**src/rtl/seg7_display_ctrl.sv**
```systemverilog
// Multi-digit hex seven-segment controller: load handshake, LZ blanking, blink.
// Optional SEG7_DIM_EN adds a PWM brightness gate driven by dim_level.
module seg7_display_ctrl #(
  parameter int NUM_DIGITS = 6,
  parameter int BLINK_DIV  = 25000000,
  parameter int DIM_BITS   = 4
) (
  input  logic                    clk,
  input  logic                    rst,
  input  logic                    load,
  input  logic [4*NUM_DIGITS-1:0] value,
  input  logic [NUM_DIGITS-1:0]   dots,
  input  logic                    lz_en,
  input  logic [NUM_DIGITS-1:0]   blink_mask,
  input  logic [DIM_BITS-1:0]     dim_level,
  output logic                    load_ack,
  output logic                    blink_phase,
  output logic [8*NUM_DIGITS-1:0] seg_out
);

  localparam int CW = (BLINK_DIV > 1) ? $clog2(BLINK_DIV) : 1;
  localparam logic [CW-1:0] CNT_MAX = CW'(BLINK_DIV - 1);

  logic [4*NUM_DIGITS-1:0] value_q;
  logic [NUM_DIGITS-1:0]   dots_q;
  logic                    lz_q;
  logic [NUM_DIGITS-1:0]   mask_q;
  logic [CW-1:0]           blink_cnt;
  logic [CW-1:0]           cnt_d;
  logic                    phase_d;
  logic                    wrap;
  logic                    dim_dark;
  logic [NUM_DIGITS-1:0]   zero_run;
  logic [8*NUM_DIGITS-1:0] seg_d;

  function automatic logic [6:0] hex7(input logic [3:0] n);
    logic [6:0] s;
    case (n)
      4'h0: s = 7'b1000000;
      4'h1: s = 7'b1111001;
      4'h2: s = 7'b0100100;
      4'h3: s = 7'b0110000;
      4'h4: s = 7'b0011001;
      4'h5: s = 7'b0010010;
      4'h6: s = 7'b0000010;
      4'h7: s = 7'b1111000;
      4'h8: s = 7'b0000000;
      4'h9: s = 7'b0011000;
      4'hA: s = 7'b0001000;
      4'hB: s = 7'b0000011;
      4'hC: s = 7'b1000110;
      4'hD: s = 7'b0100001;
      4'hE: s = 7'b0000110;
      default: s = 7'b0001110;
    endcase
    return s;
  endfunction

  always_ff @(posedge clk) begin
    if (rst) begin
      value_q  <= '0;
      dots_q   <= '0;
      lz_q     <= 1'b0;
      mask_q   <= '0;
      load_ack <= 1'b0;
    end else begin
      load_ack <= load;
      if (load) begin
        value_q <= value;
        dots_q  <= dots;
        lz_q    <= lz_en;
        mask_q  <= blink_mask;
      end
    end
  end

  assign wrap = (blink_cnt == CNT_MAX);

  always_comb begin
    cnt_d   = wrap ? '0 : blink_cnt + 1'b1;
    phase_d = wrap ? ~blink_phase : blink_phase;
  end

  always_ff @(posedge clk) begin
    if (rst) begin
      blink_cnt   <= '0;
      blink_phase <= 1'b0;
    end else begin
      blink_cnt   <= cnt_d;
      blink_phase <= phase_d;
    end
  end

`ifdef SEG7_DIM_EN
  logic [DIM_BITS-1:0] pwm_cnt;
  logic [DIM_BITS-1:0] pwm_d;

  assign pwm_d    = pwm_cnt + 1'b1;
  assign dim_dark = (pwm_d >= dim_level);

  always_ff @(posedge clk) begin
    if (rst) pwm_cnt <= '0;
    else     pwm_cnt <= pwm_d;
  end
`else
  logic unused_dim;
  assign unused_dim = ^dim_level;
  assign dim_dark   = 1'b0;
`endif

  // zero_run[i]: nibble i and every higher nibble are zero
  always_comb begin
    logic run;
    run      = 1'b1;
    zero_run = '0;
    for (int i = NUM_DIGITS - 1; i >= 0; i--) begin
      run         = run & (value_q[4*i +: 4] == 4'h0);
      zero_run[i] = run;
    end
  end

  // next-phase/next-pwm keep the registered segments aligned with blink_phase
  always_comb begin
    seg_d = '1;
    for (int i = 0; i < NUM_DIGITS; i++) begin
      if (phase_d && mask_q[i])
        seg_d[8*i +: 8] = 8'hFF;
      else if (dim_dark)
        seg_d[8*i +: 8] = 8'hFF;
      else if (lz_q && (i != 0) && zero_run[i])
        seg_d[8*i +: 8] = {~dots_q[i], 7'h7F};
      else
        seg_d[8*i +: 8] = {~dots_q[i], hex7(value_q[4*i +: 4])};
    end
  end

  always_ff @(posedge clk) begin
    if (rst) seg_out <= '1;
    else     seg_out <= seg_d;
  end

endmodule
```
**config.mk**
```make
export PLATFORM = sky130hd
export DESIGN_NAME = seg7_display_ctrl
export DESIGN_NICKNAME = d
export VERILOG_FILES = /design/src/rtl/seg7_display_ctrl.sv
export SDC_FILE = /design/constraint.sdc
export NUM_CORES = 1
export LEC_CHECK = 0
export ABC_AREA = 0
export CAP_MARGIN = 30
export CELL_PAD_IN_SITES_DETAIL_PLACEMENT = 0
export CELL_PAD_IN_SITES_GLOBAL_PLACEMENT = 2
export CORE_UTILIZATION = 31
export CTS_BUF_LIST = sky130_fd_sc_hd__clkbuf_16
export CTS_CLUSTER_SIZE = 25
export DETAILED_ROUTE_END_ITERATION = 10
export PLACE_DENSITY = 0.83
export SYNTH_ARGS = -nofsm -noshare
export SYNTH_HDL_FRONTEND = slang
export SYNTH_SLANG_ARGS = --single-unit
```
**constraint.sdc**
```tcl
create_clock -name clk -period 2.69 [get_ports clk]
set_clock_uncertainty 0.05 [all_clocks]
set_input_delay 0.4035 -clock clk [delete_from_list [all_inputs] [get_ports clk]]
set_output_delay 0.4035 -clock clk [all_outputs]
set_load 0.02 [all_outputs]
```
==> run metrics <==
status=finished, final reports clean; largest net degree at the start of global routing=32; Tcrit/Tclk final=84.7%; die height=130 um; Final Hold Viols=0; Worst Tran Pin Value=704 ps; fillers=1629; Post-Syn Area per Cell=8.76 sq um; Routed wire per std cell=13.6 um; hold endpoint=seg_out[7]$_SDFF_PP1_; Startpoint Class=flop; register area share after synthesis=44.2%; post-layout net count=737; die area=16900 sq um; crit-path cells=or4b_1 -> nor4_4 -> nor2_1 -> nor4_4 -> o311ai_0; Area growth syn-to-layout=28.5%; Setup WS pre-CTS=352 ps; ys flop type=dfxtp_1; vias in the first global route=4076; WP data arrival=2420 ps; post-synthesis net count=649; # IOs=94; Post-synth EDFFs=0; max-cap violation count=0; Final Critical Period=2280 ps; Leakage=0.00264 uW; Clock Latency Late Sink=350 ps; fin area=6520 sq um; Rel. slew slack=53.1%; Yosys warnings=0; Async SR Flop Fraction=0%; Starting Density=31.8%; Die X=130 um; CP bufs+invs=0; initial antenna violation count=0; Initial DRC Count=243; register bit total from synthesis=112; IR drop worst, VDD=317 uV; worst setup margin=412 ps; R2R setup slack=410 ps; R2R cell count=5; most frequent CP cell=nor4_4; Worst path top cell family by delay=simple AND/OR/NAND/NOR gates; WL final=12.1 mm; Power Total=3760 uW; RePlAce Congestion=0.828; Slew Viols, Final=0; hpwl dp=8.76 mm; Critical Path Slowest Stage Cell=or4b_1; total track usage=14.7%; DP Area=6230 sq um; DR vias=4200; RR Startpoint=blink_cnt[17]$_SDFF_PP0_; Worst Hold Depth=1; global-route wire length before repair=19.3 mm; Worst EP required=2830 ps; CTS sink cnt=112; post-CTS sizing=0; CTS Buf Count=9; GRT overflow=0; hold buffers post-CTS=0; CTS tree=done; setup repair bufs after CTS=0; post-synthesis instance area=5070 sq um; final setup fails=0; CP Class=reg2reg; Via density=4.74; Std-Cell Rows=46; commonest cells after routing, fill and taps aside=dfxtp_1 (112), nor2_1 (104), clkdlybuf4s50_1 (87); final hold slack=339 ps; hold crit path type=reg2reg; unrepaired setup endpoints after global routing=false; R2R Path End=seg_out[3]$_SDFF_PP1_; clk root buf=clkbuf_16; crit path capture type=flop; CTS max path bufs=2; drt pass-1 iters=4; Routed Antenna Nets=0; CTS HTree Levels=3; DRC violations left=0; setup TNS=0 ps; share of layout cells above drive strength 1=5.81%; Max stage delay on crit path=580 ps; # diodes=0; Worst Hold Launch=dots_q[0]$_SDFFE_PP0P_; CP max FO=8; Cell variety after synth=46; commonest non-fill, non-tap cell in the layout=dfxtp_1; PwrDens=576 nW/um^2; Reg clk slew, reported paths=70 ps; Port Buffer Count=89; core area=15900 sq um; fmax=439 MHz; Mapped Cells=579
-- how the worst max path moves through the flow --
stage                                        start               endpoint  slack [ps]  cells past startpoint
after global routing      blink_cnt[17]$_SDFF_PP0_  seg_out[3]$_SDFF_PP1_         240                      5
final                     blink_cnt[17]$_SDFF_PP0_  seg_out[3]$_SDFF_PP1_         410                      5
after global placement    blink_cnt[17]$_SDFF_PP0_  seg_out[0]$_SDFF_PP1_         380                      5
after CTS                 blink_cnt[17]$_SDFF_PP0_  seg_out[3]$_SDFF_PP1_         350                      5
after floorplan           blink_cnt[17]$_SDFF_PP0_  seg_out[9]$_SDFF_PP1_         660                      5
after detailed placement  blink_cnt[17]$_SDFF_PP0_  seg_out[3]$_SDFF_PP1_         350                      5
-- flip-flops by register name, summed over array words and instances, names as in the netlist --
name         flops
load_ack         1
mask_q           6
seg_out         48
blink_phase      1
dots_q           6
lz_q             1
value_q         24
blink_cnt       25
-- stage by stage --
step           std cells  util [%]
3_3_place_gp         872      39.1
5_1_grt              887      40.9
6_report             887      40.9
3_5_place_dp         872      39.1
4_1_cts              887      40.9
2_1_floorplan        579         -
-- per-layer routing --
layer  track usage (%)  vias to the layer above  routed length, um
li1                  -                     2179                  -
met1              18.4                     1960               5830
met2              24.7                       51               5690
met3              2.91                       10                363
met4              6.16                        0                189
met5                 0                        -                  0
-- cells in the mapped netlist, drive strengths merged, types with 2 or more instances --
cell	n	area share, %
o311ai	4	0.69
nand3	36	3.6
nand2b	5	0.62
a31oi	2	0.25
dfxtp	112	44
or2	2	0.25
nor2b	3	0.37
buf	4	0.30
and4	2	0.35
inv	26	1.9
mux2	2	0.44
nor4	5	1.2
a311oi	3	0.52
a221oi	5	0.86
ha	26	6.4
o2111ai	2	0.35
nor2	104	7.7
xnor2	9	1.6
clkbuf	22	1.6
a21oi	9	0.89
a211o	2	0.35
nand4	10	1.2
a211oi	3	0.44
a22oi	3	0.44
nor3	8	0.79
a32oi	5	0.86
nand4b	2	0.35
xor2	14	2.4
mux2i	39	7.7
o21ai	32	3.2
nand2	48	3.6
nor3b	4	0.69
nand3b	9	1.3
o211ai	3	0.44
and3	7	0.86
-- cell type report --
type	instances	area, sq um	share of cell area (%)
Clock inverter	6	61.3	0.941
Sequential cell	112	2240	34.4
Multi-Input combinational cell	415	2640	40.4
Inverter	26	97.6	1.50
Tap cell	216	270	4.15
Clock buffer	9	225	3.46
Timing Repair Buffer	103	986	15.1
-- worst register-to-register path, cell delays in order, from the launching register on --
cell,delay (ps)
dfxtp_1,350
or4b_1,580
nor4_4,310
nor2_1,120
nor4_4,480
o311ai_0,230
-- report_power, final --
| group | leakage [uW] | internal, uW | switching (uW) |
|---|---|---|---|
| combinational | 0.00157 | 296 | 303 |
| clock | 0.000147 | 716 | 605 |
| sequential | 0.000926 | 1760 | 76.4 |
| total | 0.00264 | 2770 | 984 |
-- cells by family (layout without fill, tap and decap cells) --
kind of cell             after synthesis  count (layout)  share of synthesized area (%)
AO/OA/AOI/OAI                         76              76                           9.82
adder cells (fa/ha/maj)               26              26                           6.41
XOR/XNOR                              23              23                           3.97
multiplexers                          41              41                           8.14
AND/OR/NAND/NOR                      249             249                           23.6
buffers and inverters                 52             144                           3.85
flip-flops                           112             112                           44.2
Power figures use the tool's default switching activity.
==> RTL change, RTL diff (same settings) <==
Set the parameter `NUM_DIGITS` to 7 (it was 6).
--- a/src/rtl/seg7_display_ctrl.sv
+++ b/src/rtl/seg7_display_ctrl.sv
@@ -2,5 +2,5 @@
 // Optional SEG7_DIM_EN adds a PWM brightness gate driven by dim_level.
 module seg7_display_ctrl #(
-  parameter int NUM_DIGITS = 6,
+  parameter int NUM_DIGITS = 7,
   parameter int BLINK_DIV  = 25000000,
   parameter int DIM_BITS   = 4
Ports: changed (resized blink_mask, dots, seg_out and value); port bits go from 94 to 108. The function was not compared with the original's and may differ.
==> RTL change against the original RTL <==
- utilization is 1.1 points higher
- wire length is 13% higher
- power is 32% higher
- combinational power is 16% higher
- critical path type unchanged
- final area is 18% higher
- sequential share of layout area is 1.5 points lower
- largest cell class unchanged
- area after synthesis is 16% higher
- largest power group is now the clock network
- via count is 14% higher
- setup slack better by 24 ps
- sequential cell count is 14 higher
- non-clock buffer count is 10 higher
==> RTL change: results (changes against the original RTL) <==
[critical_path]
r2r.worst_path.cells=6  ; +1
crit_start=blink_cnt[0]
arrival_ps=2450  ; +30 ps
setup.worst_path.end=seg_out[49]
slowest_stage=o21ai_1

[cts]
htreeDepth=4  ; +1
numCtsBuffers=17  ; +8
cts.reportedPaths.clkPinSlew_ps=50  ; -20 ps

[synthesis]
ys_seq_area_share_pct=43.0  ; -1.2 points
synth_area_leaders=dfxtp_1 (43%), mux2i_1 (8.5%), ha_1 (6.4%)
syn_inst=653  ; +13%
synth_top_cells_by_count=dfxtp_1 (126), nor2_1 (100), mux2i_1 (50), nand2_1 (48), nand3_1 (32)
syn_nets=733  ; +13%

[finish]
nets=830  ; +13%
drive_gt1_share_pct=8.14  ; +2.3 points
n_fill_cell=1777  ; +9.1%

[power_and_ir_drop]
max-vdd-ir-drop_mv=0.430  ; +35%

[run_status]
outcome=completed

[grt]
grt_pass1_wl_mm=22.9  ; +19%
track_usage_pct=14.9  ; +0.20 points
antenna_found_initial=1  ; +1
grt_max_degree=27  ; -16%

[placement]
place.gp.congestion=0.767  ; -7.4%
placedCellCount=960  ; +10%
io_buffers=103  ; +16%

[routing]
wirelength_mm=13.7  ; +13%
vias=4800  ; +14%
initialDrtViolationCount=239  ; -1.6%

[timing]
maxSlewHeadroom_pct=51.8  ; -1.2 points

## RTL change: cell count changes in the layout (fill, tap and decap cells not counted), moves of 6 or more
cell,before,now
a21oi_1,9,16
clkbuf_16,9,17
clkdlybuf4s50_1,87,101
dfxtp_1,112,126
inv_1,27,34
mux2i_1,39,50
nor3_1,8,14
or4_1,0,7
## RTL change: final cells by class
| cell class | count | area share [%] |
|---|---|---|
| Multi-Input combinational cell | 463 | 40.1 |
| Antenna cell | 1 | 0.0326 |
| Sequential cell | 126 | 32.9 |
| Clock inverter | 14 | 1.80 |
| Inverter | 29 | 1.42 |
| Timing Repair Buffer | 113 | 14.5 |
| Clock buffer | 17 | 5.55 |
| Tap cell | 229 | 3.74 |
## RTL change: per-layer routing
| metal | vias to the layer above | part of all wire, % | track usage [%] |
|---|---|---|---|
| li1 | 2470 | - | - |
| met1 | 2198 | 48 | 19.3 |
| met2 | 113 | 45 | 23.6 |
| met3 | 19 | 4.7 | 3.85 |
| met4 | 0 | 1.9 | 5.91 |
| met5 | - | 0 | 0 |
## RTL change: kinds of logic after synthesis
kind of cell             synth area share [%]
buffers and inverters                    4.51
multiplexers                             9.69
adder cells (fa/ha/maj)                  6.41
XOR/XNOR                                 3.29
AND/OR/NAND/NOR                          23.5
flip-flops                               43.0
AO/OA/AOI/OAI                            9.59
## RTL change: critical path, delay by kind of cell, from the launching register on
kind            cells  cell delay (ps)
fa+ha+maj           1              220
flops               1              390
compound gates      3              890
simple gates        2              530
## RTL change: report_power, final
| part | switching (mW) | internal [mW] |
|---|---|---|
| Sequential | 0.0904 | 1.99 |
| Clock | 0.781 | 1.42 |
| Combinational | 0.346 | 0.349 |
| Total | 1.22 | 3.75 |
## RTL change: per-stage QoR
stage / instance area (µm²) / hold WS (ps) / worst slack (ps)
floorplan: 5860 / 307 / 688
global placement: 7100 / 313 / 491
detailed placement: 7100 / 319 / 447
CTS: 7660 / 302 / 424
global route: 7660 / 313 / 210
finish: 7660 / 310 / 436
## RTL change: worst min path at each step
stage	start	end	slack, ps	cells past startpoint
final	rst	mask_q[5]	310	2
after global placement	dots_q[0]	seg_out[7]	310	1
after CTS	rst	mask_q[6]	300	2
after floorplan	dots_q[1]	seg_out[15]	310	1
after detailed placement	dots_q[0]	seg_out[7]	320	1
after global routing	rst	value_q[17]	310	2
